**config.mk**
```make
export PLATFORM = sky130hd
export DESIGN_NAME = pc_sequencer_flat
export DESIGN_NICKNAME = d
export VERILOG_FILES = /design/src/rtl/pc_sequencer_if.sv /design/src/rtl/pc_sequencer.sv /design/src/flat_wrapper.sv
export SDC_FILE = /design/constraint.sdc
export NUM_CORES = 1
export LEC_CHECK = 0
export CAP_MARGIN = 30
export CORE_MARGIN = 2
export CORE_UTILIZATION = 40
export DETAILED_ROUTE_END_ITERATION = 16
export PLACE_DENSITY = 0.72
export SLEW_MARGIN = 20
export SYNTH_ARGS = -nofsm -noshare
export SYNTH_HDL_FRONTEND = slang
export SYNTH_SLANG_ARGS = --single-unit
```
**constraint.sdc**
```tcl
create_clock -name clk -period 9.4 [get_ports clk]
set_clock_uncertainty 0.15 [all_clocks]
set_input_delay 1.88 -clock clk [delete_from_list [all_inputs] [get_ports clk]]
set_output_delay 1.88 -clock clk [all_outputs]
set_load 0.01 [all_outputs]
```
**src/rtl/pc_sequencer_if.sv**
```systemverilog
// Decode-to-sequencer bundle: retire handshake and operands in, fetch PC,
// condition codes and one-cycle status pulses out.
interface pc_sequencer_if #(
    parameter int ADDR_W = 16
);
    logic              instr_valid;
    logic              stall;
    logic [15:0]       instr;
    logic [ADDR_W-1:0] base_val;
    logic              cc_we;
    logic [ADDR_W-1:0] cc_data;

    logic [ADDR_W-1:0] pc;
    logic [2:0]        nzp;
    logic              taken;
    logic              link_we;
    logic [ADDR_W-1:0] link_addr;
    logic              ras_ovf;
    logic              ras_unf;

    modport master (
        output instr_valid, stall, instr, base_val, cc_we, cc_data,
        input  pc, nzp, taken, link_we, link_addr, ras_ovf, ras_unf
    );

    modport slave (
        input  instr_valid, stall, instr, base_val, cc_we, cc_data,
        output pc, nzp, taken, link_we, link_addr, ras_ovf, ras_unf
    );
endinterface

```
**src/rtl/pc_sequencer.sv**
```systemverilog
// LC-3 program counter and branch unit: holds PC and NZP, resolves BR/JMP/RET/JSR/JSRR,
// and keeps an optional circular return-address stack for RET prediction.
module pc_sequencer #(
    parameter int                ADDR_W    = 16,
    parameter logic [ADDR_W-1:0] RESET_PC  = 16'h3000,
    parameter int                RAS_DEPTH = 4,
    parameter bit                USE_RAS   = 1'b1
) (
    input logic           clk,
    input logic           rst_n,
    pc_sequencer_if.slave bus
);
    localparam int         PTR_W  = $clog2(RAS_DEPTH);
    localparam logic [3:0] OP_BR  = 4'b0000;
    localparam logic [3:0] OP_JSR = 4'b0100;
    localparam logic [3:0] OP_JMP = 4'b1100;

    logic [ADDR_W-1:0] pc_q;
    logic [ADDR_W-1:0] link_addr_q;
    logic [2:0]        nzp_q;
    logic              taken_q;
    logic              link_we_q;
    logic              ras_ovf_q;
    logic              ras_unf_q;

    logic [ADDR_W-1:0] ras_mem [RAS_DEPTH];
    logic [PTR_W-1:0]  ras_wp;
    logic [PTR_W:0]    ras_cnt;

    logic              retire;
    logic [3:0]        opcode;
    logic [ADDR_W-1:0] inc;
    logic [ADDR_W-1:0] br_off;
    logic [ADDR_W-1:0] jsr_off;
    logic [ADDR_W-1:0] ras_top;
    logic              ras_empty;
    logic              ras_full;
    logic              cond;
    logic              is_ret;
    logic              cc_n;
    logic              cc_z;
    logic              cc_p;

    logic [ADDR_W-1:0] pc_next;
    logic              taken_next;
    logic              link_we_next;
    logic              unf_next;
    logic              push;
    logic              pop;

    assign retire    = bus.instr_valid & ~bus.stall;
    assign opcode    = bus.instr[15:12];
    assign inc       = pc_q + ADDR_W'(1);
    assign br_off    = {{(ADDR_W-9){bus.instr[8]}}, bus.instr[8:0]};
    assign jsr_off   = {{(ADDR_W-11){bus.instr[10]}}, bus.instr[10:0]};
    assign ras_empty = (ras_cnt == '0);
    assign ras_full  = (ras_cnt == (PTR_W+1)'(RAS_DEPTH));
    // ras_wp points at the next free slot, so the newest entry sits just below it.
    assign ras_top   = ras_mem[ras_wp - PTR_W'(1)];
    assign cond      = |(bus.instr[11:9] & nzp_q);
    assign is_ret    = USE_RAS && (bus.instr[8:6] == 3'd7);

    assign cc_n = bus.cc_data[ADDR_W-1];
    assign cc_z = (bus.cc_data == '0);
    assign cc_p = ~cc_n & ~cc_z;

    always_comb begin
        pc_next      = inc;
        taken_next   = 1'b0;
        link_we_next = 1'b0;
        unf_next     = 1'b0;
        push         = 1'b0;
        pop          = 1'b0;
        case (opcode)
            OP_BR: begin
                if (cond) begin
                    pc_next    = inc + br_off;
                    taken_next = 1'b1;
                end
            end
            OP_JMP: begin
                taken_next = 1'b1;
                if (is_ret && !ras_empty) begin
                    pc_next = ras_top;
                    pop     = 1'b1;
                end else begin
                    pc_next  = bus.base_val;
                    unf_next = is_ret;
                end
            end
            OP_JSR: begin
                taken_next   = 1'b1;
                link_we_next = 1'b1;
                push         = USE_RAS;
                pc_next      = bus.instr[11] ? (inc + jsr_off) : bus.base_val;
            end
            default: ;
        endcase
    end

    always_ff @(posedge clk) begin
        if (!rst_n) begin
            pc_q        <= RESET_PC;
            nzp_q       <= 3'b010;
            ras_wp      <= '0;
            ras_cnt     <= '0;
            taken_q     <= 1'b0;
            link_we_q   <= 1'b0;
            ras_ovf_q   <= 1'b0;
            ras_unf_q   <= 1'b0;
            link_addr_q <= '0;
        end else begin
            // Condition codes load regardless of retire; a same-cycle BR already saw the old nzp_q.
            if (bus.cc_we) begin
                nzp_q <= {cc_n, cc_z, cc_p};
            end
            taken_q   <= retire & taken_next;
            link_we_q <= retire & link_we_next;
            ras_ovf_q <= retire & push & ras_full;
            ras_unf_q <= retire & unf_next;
            if (retire) begin
                pc_q <= pc_next;
                if (link_we_next) begin
                    link_addr_q <= inc;
                end
                if (push) begin
                    ras_wp <= ras_wp + PTR_W'(1);
                    if (!ras_full) begin
                        ras_cnt <= ras_cnt + (PTR_W+1)'(1);
                    end
                end else if (pop) begin
                    ras_wp  <= ras_wp - PTR_W'(1);
                    ras_cnt <= ras_cnt - (PTR_W+1)'(1);
                end
            end
        end
    end

    // When full, ras_wp also addresses the oldest entry, so a push overwrites it.
    always_ff @(posedge clk) begin
        if (rst_n && retire && push) begin
            ras_mem[ras_wp] <= inc;
        end
    end

    assign bus.pc        = pc_q;
    assign bus.nzp       = nzp_q;
    assign bus.taken     = taken_q;
    assign bus.link_we   = link_we_q;
    assign bus.link_addr = link_addr_q;
    assign bus.ras_ovf   = ras_ovf_q;
    assign bus.ras_unf   = ras_unf_q;
endmodule

```
**src/flat_wrapper.sv**
```systemverilog
// flat-port wrapper written by rule: the top's interface ports become plain ports
module pc_sequencer_flat 
#(
    parameter int                ADDR_W    = 16,
    parameter logic [ADDR_W-1:0] RESET_PC  = 16'h3000,
    parameter int                RAS_DEPTH = 4,
    parameter bit                USE_RAS   = 1'b1
)
  (clk, rst_n, bus_instr_valid, bus_stall, bus_instr, bus_base_val, bus_cc_we, bus_cc_data, bus_pc, bus_nzp, bus_taken, bus_link_we, bus_link_addr, bus_ras_ovf, bus_ras_unf);
  pc_sequencer_if #(.ADDR_W(ADDR_W)) bus_i ();
  input logic clk;
  input logic rst_n;
  input wire logic [$bits(bus_i.instr_valid)-1:0] bus_instr_valid;
  input wire logic [$bits(bus_i.stall)-1:0] bus_stall;
  input wire logic [$bits(bus_i.instr)-1:0] bus_instr;
  input wire logic [$bits(bus_i.base_val)-1:0] bus_base_val;
  input wire logic [$bits(bus_i.cc_we)-1:0] bus_cc_we;
  input wire logic [$bits(bus_i.cc_data)-1:0] bus_cc_data;
  output wire logic [$bits(bus_i.pc)-1:0] bus_pc;
  output wire logic [$bits(bus_i.nzp)-1:0] bus_nzp;
  output wire logic [$bits(bus_i.taken)-1:0] bus_taken;
  output wire logic [$bits(bus_i.link_we)-1:0] bus_link_we;
  output wire logic [$bits(bus_i.link_addr)-1:0] bus_link_addr;
  output wire logic [$bits(bus_i.ras_ovf)-1:0] bus_ras_ovf;
  output wire logic [$bits(bus_i.ras_unf)-1:0] bus_ras_unf;
  assign bus_i.instr_valid = bus_instr_valid;
  assign bus_i.stall = bus_stall;
  assign bus_i.instr = bus_instr;
  assign bus_i.base_val = bus_base_val;
  assign bus_i.cc_we = bus_cc_we;
  assign bus_i.cc_data = bus_cc_data;
  assign bus_pc = bus_i.pc;
  assign bus_nzp = bus_i.nzp;
  assign bus_taken = bus_i.taken;
  assign bus_link_we = bus_i.link_we;
  assign bus_link_addr = bus_i.link_addr;
  assign bus_ras_ovf = bus_i.ras_ovf;
  assign bus_ras_unf = bus_i.ras_unf;
  pc_sequencer #(.ADDR_W(ADDR_W), .RESET_PC(RESET_PC), .RAS_DEPTH(RAS_DEPTH), .USE_RAS(USE_RAS)) u_core (.clk(clk), .rst_n(rst_n), .bus(bus_i));
endmodule
```
==> results of run 1 <==
[Yosys cell counts, types with 8 or more instances]
library cell / number
o21a_1: 8
a21oi_1: 20
nand2_1: 38
inv_1: 18
ha_1: 28
mux4_2: 16
a221oi_1: 14
xnor2_1: 21
nor3b_1: 11
dfxtp_1: 44
nor3_1: 14
and2_1: 8
clkbuf_1: 17
nor2_1: 53
nand2b_1: 11
nand3_1: 14
o21ai_0: 31
edfxtp_1: 64
o211a_1: 8
[how the worst max path moves through the flow]
stage,from,end,slack (ns)
floorplan,bus_instr[1],u_core.bus.pc[15],5.12
global placement,bus_instr[13],u_core.bus.link_addr[15],4.26
detailed placement,bus_instr[13],u_core.ras_mem[0][3],4.29
CTS,bus_instr[13],u_core.ras_mem[0][11],4.66
global route,bus_instr[13],u_core.ras_mem[0][6],4.41
finish,bus_instr[13],u_core.ras_mem[0][1],4.68
[logic make-up (layout without fill, tap and decap cells)]
group,count (synthesis),count (layout),synth area share [%]
AO/OA/AOI/OAI,136,136,16.75
XOR/XNOR,27,27,4.007
adder cells (fa/ha/maj),30,30,6.614
buffers and inverters,37,130,2.395
flip-flops,108,108,47.49
multiplexers,22,22,7.144
AND/OR/NAND/NOR,182,182,15.60
[worst min-delay path, cell delays in order, from the launching register on]
cell and delay, ns:
dfxtp_1 0.32, nand2_1 0.05, a21boi_0 0.06
[cell type report]
type	count	area, um2	area share (%)
inverter	18	67.56	0.9224
timing repair buffer	96	948.4	12.95
sequential	108	2803	38.26
multi-input combinational	397	2965	40.49
tap	184	230.2	3.143
clock inverter	6	81.33	1.110
clock buffer	10	229.0	3.126
[per-layer routing]
| metal | vias to the layer above | part of all wire [%] | GRT usage, % |
|---|---|---|---|
| li1 | 2258 | - | - |
| met1 | 2390 | 42 | 27.96 |
| met5 | - | 0 | 0 |
| met2 | 248 | 47 | 34.69 |
| met3 | 59 | 7.1 | 3.166 |
| met4 | 0 | 4.5 | 11.96 |
[sequential cells by signal, indices dropped and copies added (netlist names)]
signal                count
u_core.bus.nzp            3
u_core.bus.ras_ovf        1
u_core.bus.link_we        1
u_core.bus.taken          1
u_core.ras_mem           64
u_core.bus.link_addr     16
u_core.bus.pc            16
u_core.bus.ras_unf        1
u_core.ras_wp             2
u_core.ras_cnt            3
[power by group through the flow]
stage	Sequential [mW]	Clock [mW]	Combinational [mW]
2_1_floorplan	0.527	0	0.0972
3_3_place_gp	0.527	0	0.164
3_5_place_dp	0.527	0	0.168
4_1_cts	0.516	0.403	0.170
5_1_grt	0.518	0.419	0.186
6_report	0.517	0.398	0.173
[stage by stage]
step / util [%] / worst slack [ns]
2_1_floorplan: - / 5.124
3_3_place_gp: 48.43 / 4.258
3_5_place_dp: 48.44 / 4.285
4_1_cts: 50.59 / 4.662
5_1_grt: 50.59 / 4.408
6_report: 50.59 / 4.679
==> summary.txt, run 1 <==
Outcome
  • Status: finished clean

Detailed routing
  • DR DRC count: 0
  • Drt wl/cell: between 20 and 25 um
  • Routed wire length: roughly 17,000 um
  • Iteration-0 DRC Markers: roughly 500
  • Vias: just under 5,000
  • ANT nets after route: 0
  • Routed vias/inst: a little over 6
  • DR pass1 iterations: 6

Finish
  • # fillers: approximately 1,300
  • # diodes: 0
  • Design Area, Final: between 7000 and 8000 um2
  • Most frequent cells in the layout: clkdlybuf4s50_1 (91), edfxtp_1 (64), nor2_1 (52)
  • Most common cell after layout, fill and taps aside: clkdlybuf4s50_1
  • Layout cells sized above 1: 6.929%
  • Finished Layout Cells: 819
  • Final #Nets: ~700
  • Area Overhead vs Synth: 24.10%

STA
  • Setup_tns: 0 ns
  • Max Slew Vio Count: 0
  • Worst Max-Slew Pin Slew: between 0.9 and 1 ns
  • Hold Vio Cnt, Final: 0
  • Min Tclk post-route: 4.721 ns
  • Worst hold margin: approximately 0.32 ns
  • Max-Slew Margin vs Limit: a little under two fifths
  • Final critical-path share of the clock period: 50.22%
  • RSZ-0062 raised after global routing: no
  • Setup-failing EPs final: 0
  • Fmax: around 210 MHz

Global route
  • Largest net degree at the start of global routing: between 40 and 50
  • GRT Total Usage: between 20 and 25%
  • Initial antenna violation count: 0
  • First-pass GRT wire length: between 20,000 and 30,000 um
  • Grt ovf: 0
  • Vias in the first global route: between 4,000 and 5,000

Floorplan
  • CORE AREA: between 10,000 and 15,000 um2
  • DIE AREA: 15,740 um2
  • Die extent in y: about 130 um
  • Row count: 44
  • Initial Util: between 40% and 50%
  • Die W: about 130 um
  • IO Pins: between 90 and 100

Critical path
  • CP Depth: 5
  • Worst Path Buf+Inv: 2
  • CP top delay family: simple AND/OR/NAND/NOR gates
  • Setup CP Type: in2reg
  • Crit end category: flip-flop
  • CP arrival: ~4.6 ns
  • R2r setup slk: 5.23 ns
  • CP max FO: 16
  • Slowest CP cell: nor4b_2
  • Worst r2r dst: u_core.bus.pc[15]
  • Required @ worst endpoint: about 9.2 ns
  • RR Startpoint: u_core.bus.pc[2]
  • Crit-path cells: clkdlybuf4s50_1, nor4b_2, inv_1, nor2_1, and2_1
  • R2R depth: 11
  • CP startpoint kind: input pin
  • Slowest cell delay on critical path: 0.83 ns

Power and ir drop
  • Maximum VDD drop: about 86 uV
  • Tot Pwr: around 1.1 mW
  • Power Density: ~150 nW/um2
  • Clock power share: a little over a third
  • Combinational group share of total power: approximately 16%
  • Sequential Power Share: a little under half
  • Leakage dissipation: around 2.7 nW
  • Internal: about 800 uW
  • Net Sw Frac: 26.45%
  • Sw power: 287.5 uW

Synthesis
  • Synth area leaders: edfxtp_1 (33%), dfxtp_1 (15%), mux4_2 (6.1%)
  • Seq/Total Area, Yosys: 47.49%
  • Synth Flop Type: edfxtp_1
  • Post-synth ARST share: 0%
  • Yosys top cell area share: approximately a third
  • EDFF count, synth: 64
  • Mapped cell area: approximately 5900 um2
  • Mapped Cells: between 500 and 600
  • Distinct cells, synth: about 60
  • Synth Register Bits: roughly 110
  • Cell taking the most area after synthesis: edfxtp_1
  • Post-synth net total: 625
  • Yosys warns: 0
  • Mapped Avg Cell Area: 10.89 um2

Clock network
  • Clock slew at reported path FFs: 0.07 ns
  • Resized Gates After CTS: 0
  • Total clock sinks: approximately 110
  • CTS H-tree lvls: 3
  • Inserted Clock Buffers: 9
  • Clock Latency Late Sink: between 0.3 and 0.4 ns
  • Hold_buf cts: 0
  • Setup Buffers After CTS: 0
  • Clk root buf: clkbuf_16
  • CTS Buffer Depth: 2
  • CTS tree: built

Placed design
  • Port Buf Inserts: 91
  • Cells after DPL: 803
  • Gpl congestion: 0.8822
  • DP Area: 7014 um2
  • HPWL Detailed: roughly 12,000 um

Worst hold path
  • Hold Crit Class: reg2reg
  • Hold endpoint: u_core.bus.link_addr[1]
  • Min-delay src: u_core.bus.link_addr[1]
  • Worst hold stages: 2

Run
  • Total of max-cap violations: 0
Note: power is estimated with default switching activity, not from simulation.
==> run 2: changes to the inputs <==
Settings changed: PLACE_DENSITY 0.72 to 0.75.
Clock period 9.4 ns to 3.9 ns, I/O delays scaled along.
==> summary.txt, run 2 (same netlist as run 1, synthesis figures left out) <==
Critical path
  • CP max FO: 7 (-9)
  • R2r setup slk: 0.18 ns (-5.05 ns)
  • Setup CP Type: reg2reg
  • Slowest CP cell: dfxtp_1
  • CP startpoint kind: flip-flop
  • Crit end category: flip-flop
  • R2R depth: 12 (+1)
  • CP arrival: 3.87 ns (-0.68 ns)
  • RR Startpoint: u_core.bus.pc[2]
  • Required @ worst endpoint: 4.05 ns (-5.18 ns)
  • Worst r2r dst: u_core.bus.pc[15]
  • Crit-path cells: and4_1, and3_1, nand4_1, xnor2_1, ha_1, a21oi_1, nand3b_1, o211ai_1, o31a_1, o21a_1, or4b_1, a31oi_1
  • Slowest cell delay on critical path: 0.47 ns (-0.36 ns)
  • Worst setup path startpoint: u_core.bus.pc[2]

Placed design
  • HPWL Detailed: 12,550 um (+1.1%)
  • Gpl congestion: 0.9013 (+2.2%)
  • DP Area: 7244 um2 (+3.3%)
  • Port Buf Inserts: 91 (unchanged)

Detailed routing
  • Drt wl/cell: 19.53 um (-6.0%)
  • DR DRC count: 0 (unchanged)
  • Routed wire length: 16,600 um (-2.4%)
  • Vias: 5,008 (+1.1%)
  • DR pass1 iterations: 5 (-1)
  • Iteration-0 DRC Markers: 400 (-19%)
  • ANT nets after route: 0 (unchanged)
  • Routed vias/inst: 5.892 (-2.6%)

Finish
  • Layout cells sized above 1: 11.41% (+4.5 points)
  • Final #Nets: 744 (+4.3%)
  • Most frequent cells in the layout: clkdlybuf4s50_1 (91), edfxtp_1 (64), nor2_1 (53)
  • Multi-input logic area: 2965 um2 (unchanged)
  • # fillers: 1,249 (-2.3%)
  • # diodes: 0 (unchanged)
  • Largest register by flop count: u_core.ras_mem
  • Design Area, Final: 7559 um2 (+3.2%)
  • Max reg flops: 64 (unchanged)
  • Most common cell after layout, fill and taps aside: clkdlybuf4s50_1
  • Area Overhead vs Synth: 28.07%
  • Reg area: 2803 um2 (unchanged)

Worst hold path
  • Min-delay src: u_core.bus.link_addr[1]
  • Worst hold stages: 2 (unchanged)
  • Hold Crit Class: reg2reg
  • Hold endpoint: u_core.bus.link_addr[1]

Floorplan
  • CORE AREA: 14,480 um2 (unchanged)
  • IO Pins: 92 (unchanged)
  • DIE AREA: 15,740 um2 (unchanged)
  • Die W: 125.5 um (unchanged)
  • Die extent in y: 125.5 um (unchanged)
  • Initial Util: 40.76% (unchanged)
  • Row count: 44 (unchanged)

Global route
  • Largest net degree at the start of global routing: 40 (-2.4%)
  • First-pass GRT wire length: 25,720 um (-2.7%)
  • GRT Total Usage: 20.93% (-0.62 points)
  • Vias in the first global route: 4,908 (-1.2%)
  • Initial antenna violation count: 0 (unchanged)
  • Grt ovf: 0 (unchanged)

Power and ir drop
  • Internal: 1.897 mW (+140%)
  • Clock power share: 35.9% (-0.7 points)
  • Leakage dissipation: 2.836 nW (+5.8%)
  • Sw power: 727.6 uW (+150%)
  • Net Sw Frac: 27.73% (+1.3 points)
  • Power Density: 347.2 nW/um2 (+130%)
  • Maximum VDD drop: 192.9 uV (+120%)
  • Combinational group share of total power: 16.8% (+0.9 points)
  • Sequential Power Share: 47.4% (about the same)

Clock network
  • Inserted Clock Buffers: 9 (unchanged)
  • Clock slew at reported path FFs: 0.08 ns (about the same)
  • Total clock sinks: 108 (unchanged)
  • CTS Buffer Depth: 2 (unchanged)
  • CTS tree: built
  • Clk root buf: clkbuf_16
  • Clock Latency Late Sink: 0.36 ns (about the same)
  • Hold_buf cts: 0 (unchanged)
  • CTS H-tree lvls: 3 (unchanged)

STA
  • Worst hold margin: 0.3283 ns (+0.008469 ns)
  • Setup-failing EPs final: 0 (unchanged)
  • Setup_tns: 0 ns (unchanged)
  • Hold Vio Cnt, Final: 0 (unchanged)
  • Min Tclk post-route: ~3.7 ns
  • Max-Slew Margin vs Limit: 48.54% (+10 points)
  • RSZ-0062 raised after global routing: no
  • Max Slew Vio Count: 0 (unchanged)
  • Final critical-path share of the clock period: between 90% and 100%
  • Worst Max-Slew Pin Slew: 0.7720 ns (-0.1489 ns)
  • Fmax: 268.8 MHz

Run
  • Total of max-cap violations: 0 (unchanged)

Outcome
  • Status: finished clean
==> run 2: layout make-up <==
| class | count | share of cell area (%) |
|---|---|---|
| tap | 184 | 3.046 |
| timing repair buffer | 127 | 15.63 |
| sequential | 108 | 37.08 |
| inverter | 18 | 0.8939 |
| clock buffer | 9 | 2.980 |
| clock inverter | 7 | 1.142 |
| multi-input combinational | 397 | 39.23 |
==> run 2: stage by stage <==
step           std cells  power [mW]  util, %  worst slack, ns
6_report             850       2.624    52.20           0.1803
5_1_grt              850       2.708    52.20          0.01659
4_1_cts              850       2.635    52.19           0.2348
3_5_place_dp         834       1.698    50.03          0.08106
3_3_place_gp         834       1.688    50.03           0.1171
2_1_floorplan        542       1.505        -           0.2830
==> run 2: timing repair <==
action                                  CTS  global route
gates resized for setup                   0             1
endpoints found under the setup margin    0             1
buffers inserted                          0             0
==> run 2: critical path, delay by kind of cell (launching register included) <==
family / cells / cell delay [ns]
xor+xnor: 1 / 0.43
compound gates: 5 / 0.95
flops: 1 / 0.47
fa+ha+maj: 1 / 0.35
simple gates: 5 / 1.30
==> run 2: power groups by stage <==
stage	clock network, mW	logic, mW	registers [mW]
after floorplan	0	0.234	1.27
after global placement	0	0.421	1.27
after detailed placement	0	0.430	1.27
after CTS	0.960	0.434	1.24
after global routing	0.989	0.474	1.24
final	0.941	0.440	1.24
==> run 2: worst max-delay path by stage <==
stage / end / slack, ns
final: u_core.bus.pc[15] / 0.18
after global routing: u_core.bus.pc[15] / 0.02
after CTS: u_core.bus.pc[15] / 0.23
after detailed placement: u_core.bus.pc[15] / 0.08
after global placement: u_core.bus.pc[15] / 0.12
after floorplan: u_core.bus.pc[15] / 0.28
==> run 2: routing by layer <==
layer | GRT usage (%) | up-vias | wire length, um
li1 | - | 2328 | -
met5 | 0 | - | 0
met3 | 3.680 | 57 | 1254
met4 | 10.20 | 0 | 663
met2 | 33.32 | 228 | 7787
met1 | 27.67 | 2395 | 6897
==> run 3: changes to the inputs <==
Settings changed: SKIP_LAST_GASP set to 1.
==> results of run 3 <==
Same layout as run 2: the final DEF is identical, and so are final timing and power.
